## config.mk

```make
export PLATFORM = sky130hd
export DESIGN_NAME = thread_seq
export DESIGN_NICKNAME = d
export VERILOG_FILES = /design/src/rtl/thread_seq.sv
export SDC_FILE = /design/constraint.sdc
export NUM_CORES = 1
export LEC_CHECK = 0
export ABC_AREA = 1
export CORE_AREA = 2 2 76 49
export DETAILED_ROUTE_END_ITERATION = 6
export DIE_AREA = 0 0 78 51
export PLACE_DENSITY = 0.81
export SKIP_CTS_REPAIR_TIMING = 1
export SLEW_MARGIN = 10
export SYNTH_ARGS = -nofsm -noshare
export SYNTH_HDL_FRONTEND = slang
export SYNTH_SLANG_ARGS = --single-unit
```

## constraint.sdc

```tcl
create_clock -name clk -period 2 [get_ports clk]
set_input_delay 0.3 -clock clk [delete_from_list [all_inputs] [get_ports clk]]
set_output_delay 0.3 -clock clk [all_outputs]
set_load 0.01 [all_outputs]
```

## src/rtl/thread_seq.sv

```systemverilog
// Round-robin instruction sequencer for a four-requester thread processor.
// Steps each granted instruction through register reads, ALU execute and write-back.
module thread_seq #(
  parameter int unsigned ALU_LAT = 1
) (
  input  logic        clk,
  input  logic        rst,
  input  logic [3:0]  req_valid,
  input  logic [31:0] req_instr,
  output logic [3:0]  req_ready,
  output logic        done,
  output logic [1:0]  done_tid,
  output logic        busy,
  output logic [1:0]  read_id,
  output logic        en_a,
  output logic        en_b,
  output logic [1:0]  alu_op,
  output logic        en_alu_out,
  output logic        en_write,
  output logic [1:0]  write_id
);

  localparam int unsigned CNT_W   = 2;
  localparam int unsigned INSTR_W = 8;
  localparam int unsigned NREQ    = 4;

  typedef enum logic [2:0] {
    IDLE = 3'd0,
    RDA  = 3'd1,
    RDB  = 3'd2,
    LDB  = 3'd3,
    EXE  = 3'd4,
    WAIT = 3'd5,
    WB   = 3'd6
  } state_t;

  state_t             state, state_n;
  logic [1:0]         ptr_q;
  logic [CNT_W-1:0]   cnt_q, cnt_n;
  logic [INSTR_W-1:0] instr_q;
  logic [1:0]         tid_q;

  logic               grant;
  logic               grant_found;
  logic [1:0]         grant_idx;
  logic [1:0]         cand;

  logic [1:0] op_q, rd_q, rs1_q, rs2_q;
  assign op_q  = instr_q[7:6];
  assign rd_q  = instr_q[5:4];
  assign rs1_q = instr_q[3:2];
  assign rs2_q = instr_q[1:0];

  // Round-robin search starting one past the last granted requester
  always_comb begin
    grant_found = 1'b0;
    grant_idx   = 2'd0;
    cand        = 2'd0;
    for (int i = 1; i <= int'(NREQ); i++) begin
      cand = 2'(ptr_q + 2'(i));
      if (!grant_found && req_valid[cand]) begin
        grant_found = 1'b1;
        grant_idx   = cand;
      end
    end
  end

  assign grant = (state == IDLE) && grant_found && !rst;

  always_ff @(posedge clk) begin
    if (rst) begin
      state   <= IDLE;
      ptr_q   <= 2'd3;
      cnt_q   <= '0;
      instr_q <= '0;
      tid_q   <= 2'd0;
    end else begin
      state <= state_n;
      cnt_q <= cnt_n;
      if (grant) begin
        ptr_q   <= grant_idx;
        tid_q   <= grant_idx;
        instr_q <= req_instr[INSTR_W*grant_idx +: INSTR_W];
      end
    end
  end

  // Next state and Moore-decoded control lines
  always_comb begin
    state_n    = state;
    cnt_n      = cnt_q;
    req_ready  = 4'b0000;
    done       = 1'b0;
    done_tid   = 2'd0;
    busy       = (state != IDLE);
    read_id    = 2'd0;
    en_a       = 1'b0;
    en_b       = 1'b0;
    alu_op     = 2'd0;
    en_alu_out = 1'b0;
    en_write   = 1'b0;
    write_id   = 2'd0;

    unique case (state)
      IDLE: begin
        if (grant) begin
          req_ready = 4'(1) << grant_idx;
          state_n   = RDA;
        end
      end
      RDA: begin
        read_id = rs1_q;
        state_n = RDB;
      end
      RDB: begin
        read_id = rs2_q;
        en_a    = 1'b1;
        state_n = LDB;
      end
      LDB: begin
        read_id = rs2_q;
        en_b    = 1'b1;
        state_n = EXE;
      end
      EXE: begin
        alu_op     = op_q;
        en_alu_out = 1'b1;
        if (ALU_LAT == 1) begin
          state_n = WB;
        end else begin
          cnt_n   = CNT_W'(ALU_LAT - 1);
          state_n = WAIT;
        end
      end
      WAIT: begin
        alu_op = op_q;
        if (cnt_q == CNT_W'(1)) begin
          state_n = WB;
        end else begin
          cnt_n = cnt_q - CNT_W'(1);
        end
      end
      WB: begin
        en_write = 1'b1;
        write_id = rd_q;
        done     = 1'b1;
        done_tid = tid_q;
        state_n  = IDLE;
      end
      default: state_n = IDLE;
    endcase
  end

endmodule

```

# == Word-level counts from Yosys, hierarchy flattened ==
# Index checks and enable logic that the tools add are counted.
# word_totals
register_bits,17
in_bits,38
out_inout_bits,18
elab_cells,69
# op_classes
add_sub_neg,4
n_lt_le_gt_ge,4
eq_ne,9
shift,2
muxes,29
bitwise,1
reduce_logical,15
# op_table
op,n
indexed part select 32 x 6 -> 8 bit,1
one-hot mux 3 bit (6 select lines),1
2-to-1 mux 2 bit,7
"less-than comparator 2 x 3 -> 1 bit, second input constant",4
2-to-1 mux 1 bit,12
"== test 3 bit, second input constant",3
binary-select mux 1 bit (select 2 bit),4
2-to-1 mux 4 bit,2
"== test 3 x 2 -> 1 bit, second input constant",2
2-to-1 mux 3 bit,2
logical AND 1 bit,5
"adder 2 bit, second input constant",2
zero test 1 bit,4
"inequality test 2 bit, second input constant",2
one-hot mux 2 bit (2 select lines),1
AND reduction 2 bit,2
OR reduction 2 bit,2
"<< shifter 1 x 2 -> 4 bit, first input constant",1
"== test 3 x 1 -> 1 bit, second input constant",1
zero test 3 bit,1
nonzero test 3 bit,1
"adder 2 x 1 -> 2 bit, second input constant",1
"== test 2 x 1 -> 1 bit, second input constant",1
"subtractor 2 x 1 -> 2 bit, second input constant",1
NOT 1 bit,1

# == Longest topological paths before layout ==
# logic_depth
depth_word,17
ltp_mapped,14
mapped_depth_nobuf,13

# == Worst setup path before layout ==
# OpenSTA, ideal clock, no wires.
# synth_path
kind,flip-flop to output port
from,reg ptr_q[0]
to,out req_ready[1]
arrival_ps,1536
required_time_ps,1700
setup_slack_ps,164
path_stages_with_launch,13
n_path_buf,2
path_cell_list,dfxtp_1 buf_4 nand2_1 nand2_2 nand2_1 nand2_2 nand2_1 nand2_1 nand2_1 nand2_2 buf_6 nand4_2 nor2_1
# synth_via
elab_chain_cells,17
elab_cells_between_ends,30
cone_classes,3 x add/sub; 1 x shift; 18 x mux; 8 x reduce/logical
# synth_rtl
item,line,text
"start, declared",38,logic [1:0] ptr_q;
"start signal, assigned",81,ptr_q <= grant_idx;
adder 2 x 1 -> 2 bit,60,cand = 2'(ptr_q + 2'(i));
binary-select mux 1 bit (select 2 bit),61,if (!grant_found && req_valid[cand]) begin
2-to-1 mux 1 bit (implied by the code),61,
2-to-1 mux 1 bit,61,
zero test 1 bit,61,
logical AND 1 bit,61,
2-to-1 mux 1 bit,61,
zero test 1 bit,61,
logical AND 1 bit,61,
2-to-1 mux 1 bit,61,
zero test 1 bit,61,
logical AND 1 bit,61,
2-to-1 mux 1 bit,61,
logical AND 1 bit (2 in series),68,assign grant = (state == IDLE) && grant_found && !rst;
2-to-1 mux 4 bit *,106,if (grant) begin
2-to-1 mux 4 bit *,104,unique case (state)
"end, declared",10,"output logic [3:0] req_ready,"
# Mark *: on every way between the ends. The rest lies on a longest branch, timed or not. The select of a mux whose other input is x is not followed.

# == Final worst setup path ==
# layout_path
from,in req_valid[3]
to,out req_ready[2]
# layout_via
elab_chain_cells,16
elab_cells_between_ends,27
cone_classes,1 x shift; 18 x mux; 8 x reduce/logical
# layout_rtl
item,line,text
"start, declared",8,"input logic [3:0] req_valid,"
binary-select mux 1 bit (select 2 bit),61,
2-to-1 mux 1 bit (implied by the code),61,
2-to-1 mux 1 bit,61,
zero test 1 bit,61,
logical AND 1 bit,61,
2-to-1 mux 1 bit,61,
zero test 1 bit,61,
logical AND 1 bit,61,
2-to-1 mux 1 bit,61,
zero test 1 bit,61,
logical AND 1 bit,61,
2-to-1 mux 1 bit,61,
logical AND 1 bit (2 in series),68,
2-to-1 mux 4 bit *,106,
2-to-1 mux 4 bit *,104,
# Marks and branches as above.

==> results by group <==
Die
  • # IOs: 56
  • Chip height: 51 microns
  • Die area: 3980 sq um
  • Std-Cell Rows: 17
  • Initial Util: 0.397
  • Core area: ~3400 sq um
  • Die W: just under 80 microns

Final layout
  • Commonest non-fill, non-tap cells in the layout: 83 x nand2_1, 42 x clkdlybuf4s50_1, 33 x nand3_1, 26 x inv_1, 20 x buf_4
  • Fin nets: 347
  • Synth-to-Final Area Change: 67.0%
  • Layout cells sized above 1: 0.235
  • Commonest non-fill, non-tap cell in the layout: nand2_1
  • Diodes inserted: 0
  • Layout Cells excl Fill: around 350

Power
  • P_sw: 0.00182 W
  • Switching share of power: 0.504
  • Peak VDD IR: slightly below 800 uV
  • Static Leak: 1.19 nW
  • Cell Int Power: 0.00180 W
  • Clock share of power: 0.071
  • Sequential share of power: 0.149
  • Cell Pwr Density: ~1600 nW/um^2
  • Logic gate share of total power: 0.780

Routing
  • 1st-iter DRT viols: 51
  • DRC: 0
  • Final ANT Viol Nets: 0
  • Vias/cell: ~4.7
  • Routed WL: 4030 microns
  • TritonRoute pass-1 iters: 4
  • Routed via count: between 1500 and 2000
  • Wire per inst: 11.4 microns

Timing
  • Hold Fails Final Rpt: 0
  • Final worst slack: -85.5 ps
  • Fmax: between 400 and 500 MHz
  • Final setup fails: 4
  • Tcrit/Tclk final: 1.04
  • Post-layout min period: roughly 2100 ps
  • Clock skew: 4.22 ps
  • RSZ-0062 raised after global routing: yes
  • Setup TNS: -286 ps
  • Slew headroom: 0.797
  • Slew Limit Fails: 0
  • Slew @ Worst Pin: 304 ps
  • Final hold slack: 468 ps

Hold path
  • HP Class: flop to flop

Setup path
  • Worst Setup End Kind: output port
  • CP max stage delay: 500 ps
  • Critical path cell sequence: clkdlybuf4s50_1 -> nand2_1 -> nand2_2 -> nand2_2 -> nand2_4 -> nor2_4 -> nand3_2 -> nand3_4 -> nor3_1 -> buf_2
  • CP most frequent cell: nand2_2
  • Critical path class: input pin to output port
  • Worst setup SP type: input pin
  • WP buf/inv: 2
  • Critical path's slowest cell: clkdlybuf4s50_1
  • WP data required: 1700 ps
  • Top delay family on crit path: simple AND/OR/NAND/NOR gates
  • Critical-path maximum fanout: 3
  • Crit path DAT: around 1800 ps

Logic synthesis
  • Avg Inst Size Synth: approximately 5.8 sq um
  • Syn nets: 270
  • Synthesized flop and latch total: 17
  • Seq/Total Area, Yosys: 0.252
  • Ys Warns: 0
  • Unique masters post-synth: 24
  • Post-Synthesis Cells: 231
  • Mapped cell area: approximately 1400 sq um

CTS
  • H-tree depth: 1
  • Num CTS Buffers: 3
  • Clk Latency, worst-skew pair: between 200 and 300 ps
  • Clock root cell: clkbuf_8
  • Clock tree buffer depth: 2
  • Clock transition at path regs: 60 ps
  • TritonCTS clock tree: built
  • CTS sink cnt: 17

Global route
  • Antenna violations before repair: 0
  • GRT overflow: 0
  • GRT Total Usage: 0.192
  • Number of global-route vias before repair: 1413
  • GRT met1 Usage: 0.258
  • GRT met2 Usage: 0.316
  • First-pass GRT wire length: about 6100 microns
  • Top Usage Layer GRT: met2
  • GR Util met3: 0.0548
  • Largest net degree at the start of global routing: 19

Flow run
  • Max-cap violations: 0

Place
  • Routability Congestion: 0.924
  • Port bufs: 55
  • Final HPWL DP: 2960 microns
  • Post-Place Cells: between 300 and 400

Status
  • Violated checks: negative setup slack
  • Status: finished, violations left
## power groups by stage
stage	Clock [W]	Combinational [W]	Sequential, W
final	0.000257	0.00282	0.000537
after global routing	0.000273	0.00312	0.000549
after CTS	0.000263	0.00255	0.000514
after detailed placement	0	0.00253	0.000521
after floorplan	0	0.00171	0.000503
after global placement	0	0.00249	0.000517
## cell usage after synthesis (all sizes together)
cell | n | share of area
a31oi | 1 | 0.0046
o211ai | 1 | 0.0056
o22ai | 1 | 0.0093
nand4 | 1 | 0.0093
nor3 | 5 | 0.019
dfxtp | 17 | 0.25
inv | 31 | 0.086
clkinv | 1 | 0.0028
nand2 | 97 | 0.28
a21oi | 5 | 0.027
ha | 1 | 0.0093
o21ai | 6 | 0.025
nor2 | 20 | 0.074
nand3 | 38 | 0.16
buf | 6 | 0.039
## sequential cells by signal (all words and copies together), names as in the netlist
| register | count |
|---|---|
| cnt_q | 2 |
| ptr_q | 2 |
| instr_q | 8 |
| state | 3 |
| tid_q | 2 |
## kinds of logic (layout without fill, tap and decap cells)
logic type | Yosys count | in the layout | synth area share
buffers and inverters | 38 | 114 | 0.128
AO/OA/AOI/OAI | 14 | 14 | 0.0713
adder cells (fa/ha/maj) | 1 | 1 | 0.00926
flip-flops | 17 | 17 | 0.252
AND/OR/NAND/NOR | 161 | 161 | 0.540
## final timing paths
| kind | startpoint | endpoint | slack, ps | cells after the start |
|---|---|---|---|---|
| max | req_valid[3] | req_ready[2] | -90 | 10 |
| min | cnt_q[1] | cnt_q[1] | 470 | 2 |
| min reg2reg | cnt_q[1] | cnt_q[1] | 470 | 2 |
| max reg2reg | ptr_q[0] | instr_q[3] | 120 | 12 |
## worst min-delay path: stages, from the launching register on
cell     delay [ps]
dfxtp_1         300
inv_1            60
a21oi_1          60
## final cells by class
class,count,area (sq um)
multi-input cells,176,933
inverters,32,123
fillers,304,1150
clock buffers,4,45.0
well taps,47,58.8
flip-flops and latches,17,348
repair buffers,78,749
## per-layer routing
layer,vias up,part of all wire
met5,-,0
met4,0,0.0032
met3,2,0.079
met2,60,0.46
met1,744,0.45
li1,875,-
## metrics by stage
stage / utilization / setup WS [ps] / power (W) / cell area, sq um
5_1_grt: 0.663 / -209 / 0.00394 / 2260
3_5_place_dp: 0.606 / -494 / 0.00305 / 2060
2_1_floorplan: - / 164 / 0.00221 / 1350
6_report: 0.663 / -85.5 / 0.00362 / 2260
4_1_cts: 0.619 / -526 / 0.00332 / 2110
3_3_place_gp: 0.606 / -438 / 0.00301 / 2060
No activity file was read; power rests on OpenSTA's default activity.
